## config.mk

```make
export PLATFORM = sky130hd
export DESIGN_NAME = seven_seg_to_binary
export DESIGN_NICKNAME = d
export VERILOG_FILES = /design/src/rtl/seg7_pkg.sv /design/src/rtl/seg_sync_filter.sv /design/src/rtl/seven_seg_to_binary.sv
export SDC_FILE = /design/constraint.sdc
export NUM_CORES = 1
export LEC_CHECK = 0
export CORE_MARGIN = 2
export CORE_UTILIZATION = 55
export DETAILED_ROUTE_END_ITERATION = 10
export HOLD_SLACK_MARGIN = 0.1
export PLACE_DENSITY = 0.77
export SKIP_CTS_REPAIR_TIMING = 1
export SKIP_LAST_GASP = 1
export SLEW_MARGIN = 30
export SYNTH_ARGS = -nofsm -noshare
export SYNTH_HDL_FRONTEND = slang
export SYNTH_SLANG_ARGS = --single-unit
export TNS_END_PERCENT = 20
```

## constraint.sdc

```tcl
create_clock -name i_Clk -period 1.9 [get_ports i_Clk]
set_input_delay 0.285 -clock i_Clk [delete_from_list [all_inputs] [get_ports i_Clk]]
set_output_delay 0.285 -clock i_Clk [all_outputs]
set_load 0.02 [all_outputs]
```

## src/rtl/seg7_pkg.sv

```systemverilog
// seg7_pkg: segment constants, FSM state type and shared decoder (hex letters under SEG_DECODE_HEX_EN)
package seg7_pkg;
    localparam logic [6:0] SEG_BLANK = 7'h00;
    localparam logic [6:0] SEG_0 = 7'h7E;
    localparam logic [6:0] SEG_1 = 7'h30;
    localparam logic [6:0] SEG_2 = 7'h6D;
    localparam logic [6:0] SEG_3 = 7'h79;
    localparam logic [6:0] SEG_4 = 7'h33;
    localparam logic [6:0] SEG_5 = 7'h5B;
    localparam logic [6:0] SEG_6 = 7'h5F;
    localparam logic [6:0] SEG_7 = 7'h70;
    localparam logic [6:0] SEG_8 = 7'h7F;
    localparam logic [6:0] SEG_9 = 7'h7B;
    localparam logic [6:0] SEG_A = 7'h77;
    localparam logic [6:0] SEG_B = 7'h1F;
    localparam logic [6:0] SEG_C = 7'h4E;
    localparam logic [6:0] SEG_D = 7'h3D;
    localparam logic [6:0] SEG_E = 7'h4F;
    localparam logic [6:0] SEG_F = 7'h47;

    localparam int SEG_A_BIT = 6;
    localparam int SEG_B_BIT = 5;
    localparam int SEG_C_BIT = 4;
    localparam int SEG_D_BIT = 3;
    localparam int SEG_E_BIT = 2;
    localparam int SEG_F_BIT = 1;
    localparam int SEG_G_BIT = 0;

    typedef enum logic {S_TRACK, S_HOLD} state_t;

    typedef struct packed {
        logic       err;
        logic [3:0] val;
    } dec_t;

    function automatic dec_t seg_decode(input logic [6:0] p);
        dec_t d;
        d = '{err: 1'b0, val: 4'h0};
        case (p)
            SEG_0: d.val = 4'h0;
            SEG_1: d.val = 4'h1;
            SEG_2: d.val = 4'h2;
            SEG_3: d.val = 4'h3;
            SEG_4: d.val = 4'h4;
            SEG_5: d.val = 4'h5;
            SEG_6: d.val = 4'h6;
            SEG_7: d.val = 4'h7;
            SEG_8: d.val = 4'h8;
            SEG_9: d.val = 4'h9;
`ifdef SEG_DECODE_HEX_EN
            SEG_A: d.val = 4'hA;
            SEG_B: d.val = 4'hB;
            SEG_C: d.val = 4'hC;
            SEG_D: d.val = 4'hD;
            SEG_E: d.val = 4'hE;
            SEG_F: d.val = 4'hF;
`endif
            default: d.err = 1'b1;
        endcase
        return d;
    endfunction
endpackage

```

## src/rtl/seg_sync_filter.sv

```systemverilog
// seg_sync_filter: 2-flop synchronizer on the segment bus plus a saturating stability counter
module seg_sync_filter #(
    parameter int STABLE_CYCLES = 16
) (
    input  logic       i_Clk,
    input  logic       i_Rst_n,
    input  logic [6:0] seg_raw,
    output logic [6:0] r_cand,
    output logic       stable
);
    localparam int CW = $clog2(STABLE_CYCLES);
    localparam logic [CW-1:0] CNT_MAX = CW'(STABLE_CYCLES - 1);

    logic [6:0]    sync1, sync2;
    logic [CW-1:0] r_cnt;

    always_ff @(posedge i_Clk or negedge i_Rst_n) begin
        if (!i_Rst_n) begin
            sync1  <= '0;
            sync2  <= '0;
            r_cand <= '0;
            r_cnt  <= '0;
        end else begin
            sync1 <= seg_raw;
            sync2 <= sync1;
            if (sync2 != r_cand) begin
                r_cand <= sync2;
                r_cnt  <= '0;
            end else if (r_cnt != CNT_MAX) begin
                r_cnt <= r_cnt + CW'(1);
            end
        end
    end

    assign stable = r_cnt == CNT_MAX;
endmodule

```

## src/rtl/seven_seg_to_binary.sv

```systemverilog
// seven_seg_to_binary: debounced 7-segment to 4-bit decoder with valid/ready output; SEG_DECODE_HEX_EN adds A-F
module seven_seg_to_binary
    import seg7_pkg::*;
#(
    parameter int STABLE_CYCLES = 16
) (
    input  logic       i_Clk,
    input  logic       i_Rst_n,
    input  logic       i_Seg_a,
    input  logic       i_Seg_b,
    input  logic       i_Seg_c,
    input  logic       i_Seg_d,
    input  logic       i_Seg_e,
    input  logic       i_Seg_f,
    input  logic       i_Seg_g,
    input  logic       i_Ready,
    output logic [3:0] o_Binary,
    output logic       o_Error,
    output logic       o_Valid,
    output logic       o_Overrun
);
    logic [6:0] seg_raw, r_cand, r_last;
    logic       stable, accept, emit;
    state_t     state, state_d;
    dec_t       dec;

    assign seg_raw[SEG_A_BIT] = i_Seg_a;
    assign seg_raw[SEG_B_BIT] = i_Seg_b;
    assign seg_raw[SEG_C_BIT] = i_Seg_c;
    assign seg_raw[SEG_D_BIT] = i_Seg_d;
    assign seg_raw[SEG_E_BIT] = i_Seg_e;
    assign seg_raw[SEG_F_BIT] = i_Seg_f;
    assign seg_raw[SEG_G_BIT] = i_Seg_g;

    seg_sync_filter #(.STABLE_CYCLES(STABLE_CYCLES)) u_filter (
        .i_Clk   (i_Clk),
        .i_Rst_n (i_Rst_n),
        .seg_raw (seg_raw),
        .r_cand  (r_cand),
        .stable  (stable)
    );

    // Leaving S_HOLD needs only the counter dropping, since any r_cand change zeroes it.
    always_comb begin
        state_d = stable ? S_HOLD : S_TRACK;
        accept  = state == S_TRACK && stable;
        emit    = accept && r_cand != r_last && r_cand != SEG_BLANK;
        dec     = seg_decode(r_cand);
    end

    always_ff @(posedge i_Clk or negedge i_Rst_n) begin
        if (!i_Rst_n) begin
            state     <= S_TRACK;
            r_last    <= SEG_BLANK;
            o_Valid   <= 1'b0;
            o_Binary  <= '0;
            o_Error   <= 1'b0;
            o_Overrun <= 1'b0;
        end else begin
            state <= state_d;
            if (accept && r_cand != r_last)
                r_last <= r_cand;
            if (emit && (!o_Valid || i_Ready)) begin
                o_Valid  <= 1'b1;
                o_Binary <= dec.val;
                o_Error  <= dec.err;
            end else if (o_Valid && i_Ready) begin
                o_Valid <= 1'b0;
            end
            if (emit && o_Valid && !i_Ready)
                o_Overrun <= 1'b1;
        end
    end
endmodule

```

==> results.sh <==
export IMPL_cts_htree_levels=2
export IMPL_hpwl_um=2000
export IMPL_placed_cells=183
export IMPL_clk_path_buf_depth=2
export IMPL_dr_pass1_iters=4
export IMPL_grt_overflow=0
export IMPL_fin_setup_tns_ns=0
export IMPL_ys_seq_area_share_pct=56.7
export IMPL_worstHoldStart="u_filter.sync1[6]$_DFF_PN0_"
export IMPL_place_gp_congestion=0.768
export IMPL_ir_worst_vdd_uv=504
export IMPL_drc=0
export IMPL_cp_arrival_ns=2.00
export IMPL_drt_iter0_drc=26
export IMPL_status="complete, no violations"
export IMPL_finClkSkew_ns=0.00716
export IMPL_power_leakage_nw=0.918
export IMPL_slowest_delay_ns=0.42
export IMPL_r2r_start="u_filter.r_cnt[0]$_DFFE_PN0P_"
export IMPL_place_area_mm2=0.00191
export IMPL_drv_cap=0
export IMPL_power_density_mw_per_mm2=770
export IMPL_clkLatencyLatePin_ns=0.34
export IMPL_syn_nets=147
export IMPL_hold_viol_final=0
export IMPL_grt_antenna_before_repair=0
export IMPL_crit_path_top_delay_cell="dfrtp_1"
export IMPL_vias=1039
export IMPL_critPathKind="flip-flop to flip-flop"
export IMPL_async_reset_ff_share_pct=100
export IMPL_num_rows=20
export IMPL_slew_headroom_pct=68.9
export IMPL_grt_max_degree=25
export IMPL_fin_ws_ns=0.133
export IMPL_fin_crit_sh_pct=93.0
export IMPL_synth_cell_types=39
export IMPL_grt_pass1_vias=1049
export IMPL_ys_warn_count=0
export IMPL_avgSynthCellArea_um2=13.0
export IMPL_initial_core_util_pct=57.8
export IMPL_slew_viol_final=0
export IMPL_final_area_mm2=0.00200
export IMPL_synth_ff_type="dfrtp_1"
export IMPL_coreArea_mm2=0.00305
export IMPL_power_w=0.00154
export IMPL_cp_cell_sequence="ha_1 -> nand4b_4 -> a21oi_2 -> o21ai_2 -> nand2b_4 -> mux2_4"
export IMPL_via_per_inst=5.41
export IMPL_setup_viol=0
export IMPL_die_w_um=60.6
export IMPL_clk_pin_slew_ns=0.12
export IMPL_critPathMaxFanout=8
export IMPL_crit_required_ns=2.14
export IMPL_netlist_area_mm2=0.00176
export IMPL_die_height_um=60.6
export IMPL_clock_root_buffer="clkbuf_4"
export IMPL_rrSetupSlack_ns=0.13
export IMPL_ioPinCount=17
export IMPL_dieArea_mm2=0.00368
export IMPL_area_delta_synth_final_pct=13.1
export IMPL_layout_nets=158
export IMPL_routed_wl_um=2800
export IMPL_rsz0062_at_grt="no"
export IMPL_numPortBuffers=16
export IMPL_dpl_worst_slack_ns=0.147
export IMPL_wire_per_inst_um=14.6
export IMPL_n_antenna_cell=0
export IMPL_netlist_instances=136
export IMPL_tritoncts="yes"
export IMPL_cts_buffers=5
export IMPL_min_period_ns=1.77
export IMPL_drive_gt1_share_pct=22.3
export IMPL_final_antenna_net_count=0
export IMPL_final_cells=192
export IMPL_synth_edf_count=0
export IMPL_clock_sinks=40
export IMPL_grt_util_all_layers_pct=18.0
export IMPL_critPathLaunch="u_filter.r_cnt[0]$_DFFE_PN0P_"
export IMPL_tightest_slew_ns=0.467
export IMPL_worst_setup_path_start_kind="flip-flop"
export IMPL_fmax_mhz=566
export IMPL_grt_pass1_wl_um=4660
export IMPL_postSynthRegisterBits=40
export IMPL_endpoint_kind="flip-flop"
export IMPL_worstHoldPathType="flip-flop to flip-flop"
[through the flow]
| step | hold slack, ns | util [%] |
|---|---|---|
| 2_1_floorplan | -0.0106 | - |
| 3_3_place_gp | 0.235 | 62.4 |
| 3_5_place_dp | 0.244 | 62.4 |
| 4_1_cts | -0.136 | 65.0 |
| 5_1_grt | 0.342 | 65.4 |
| 6_report | 0.359 | 65.4 |
[cell type report]
class	count	area, um^2
Sequential cell	40	1000
Tap cell	44	55.1
Multi-Input combinational cell	81	667
Clock buffer	5	37.5
Fill cell	231	1060
Timing Repair Buffer	19	193
Clock inverter	3	42.5
[routing by layer]
metal  GRT usage (%)  vias up  routed length (um)
met1            20.1      524                1160
met2            30.7       27                1470
met4            8.07        0                  23
met5               0        -                   0
li1                -      486                   -
met3            6.82        2                 146
[logic make-up after synthesis]
| kind of cell | count (synthesis) | synth area share [%] |
|---|---|---|
| simple gates | 40 | 15.8 |
| flops | 40 | 56.7 |
| xor+xnor | 15 | 7.45 |
| buf+inv | 15 | 5.46 |
| mux | 13 | 9.29 |
| compound gates | 12 | 4.54 |
| fa+ha+maj | 1 | 0.709 |
[worst max-delay path: cells and delay by family (launching register included)]
kind	cells	cell delay, ns
flip-flops	1	0.42
AND/OR/NAND/NOR	2	0.39
multiplexers	1	0.31
adder cells (fa/ha/maj)	1	0.30
AO/OA/AOI/OAI	2	0.25
[worst paths after layout]
path	end	cells past startpoint
max	o_Binary[3]$_DFFE_PN0P_	6
min	u_filter.sync2[6]$_DFF_PN0_	0
max reg2reg	o_Binary[3]$_DFFE_PN0P_	6
min reg2reg	u_filter.sync2[6]$_DFF_PN0_	0
max in group asynchronous	u_filter.sync1[4]$_DFF_PN0_	3
min in group asynchronous	o_Binary[0]$_DFFE_PN0P_	2
[cells in the final DEF, fill, tap and decap left out, types with 2 or more instances in the layout]
| cell type | synthesis | routed |
|---|---|---|
| a21oi_1 | 2 | 2 |
| a31oi_1 | 2 | 2 |
| clkbuf_4 | 1 | 5 |
| clkdlybuf4s50_1 | 0 | 15 |
| dfrtp_1 | 40 | 40 |
| mux2_2 | 7 | 7 |
| mux2_4 | 5 | 5 |
| nand2_1 | 5 | 5 |
| nand2b_4 | 2 | 2 |
| nand3_1 | 6 | 6 |
| nand4_1 | 3 | 3 |
| nor2_1 | 6 | 6 |
| nor3_1 | 4 | 4 |
| o21ai_0 | 3 | 3 |
| o21ai_2 | 2 | 2 |
| xnor2_1 | 10 | 10 |
| xor2_1 | 5 | 5 |
[cell usage after synthesis (2+ instances only)]
library cell,instances,area share (%)
dfrtp_1,40,57
xnor2_1,10,5.0
clkbuf_1,8,1.7
mux2_2,7,4.5
nand3_1,6,1.7
nor2_1,6,1.3
mux2_4,5,4.3
nand2_1,5,1.1
xor2_1,5,2.5
nor3_1,4,1.1
buf_4,3,1.3
nand4_1,3,1.1
o21ai_0,3,0.85
a21oi_1,2,0.57
a31oi_1,2,0.71
buf_6,2,1.3
nand2b_4,2,1.6
o21ai_2,2,0.99
[flip-flops by register name, summed over array words and instances (netlist names)]
name / cells
r_last: 7
u_filter.r_cnt: 4
state: 1
o_Overrun: 1
o_Valid: 1
u_filter.r_cand: 7
o_Error: 1
o_Binary: 4
u_filter.sync2: 7
u_filter.sync1: 7
[report_power, final]
part           switching [W]  leakage [nW]  internal, W
combinational      0.0000365         0.367    0.0000459
sequential         0.0000362         0.510     0.000873
clock               0.000270        0.0412     0.000274
Power figures use the tool's default switching activity.
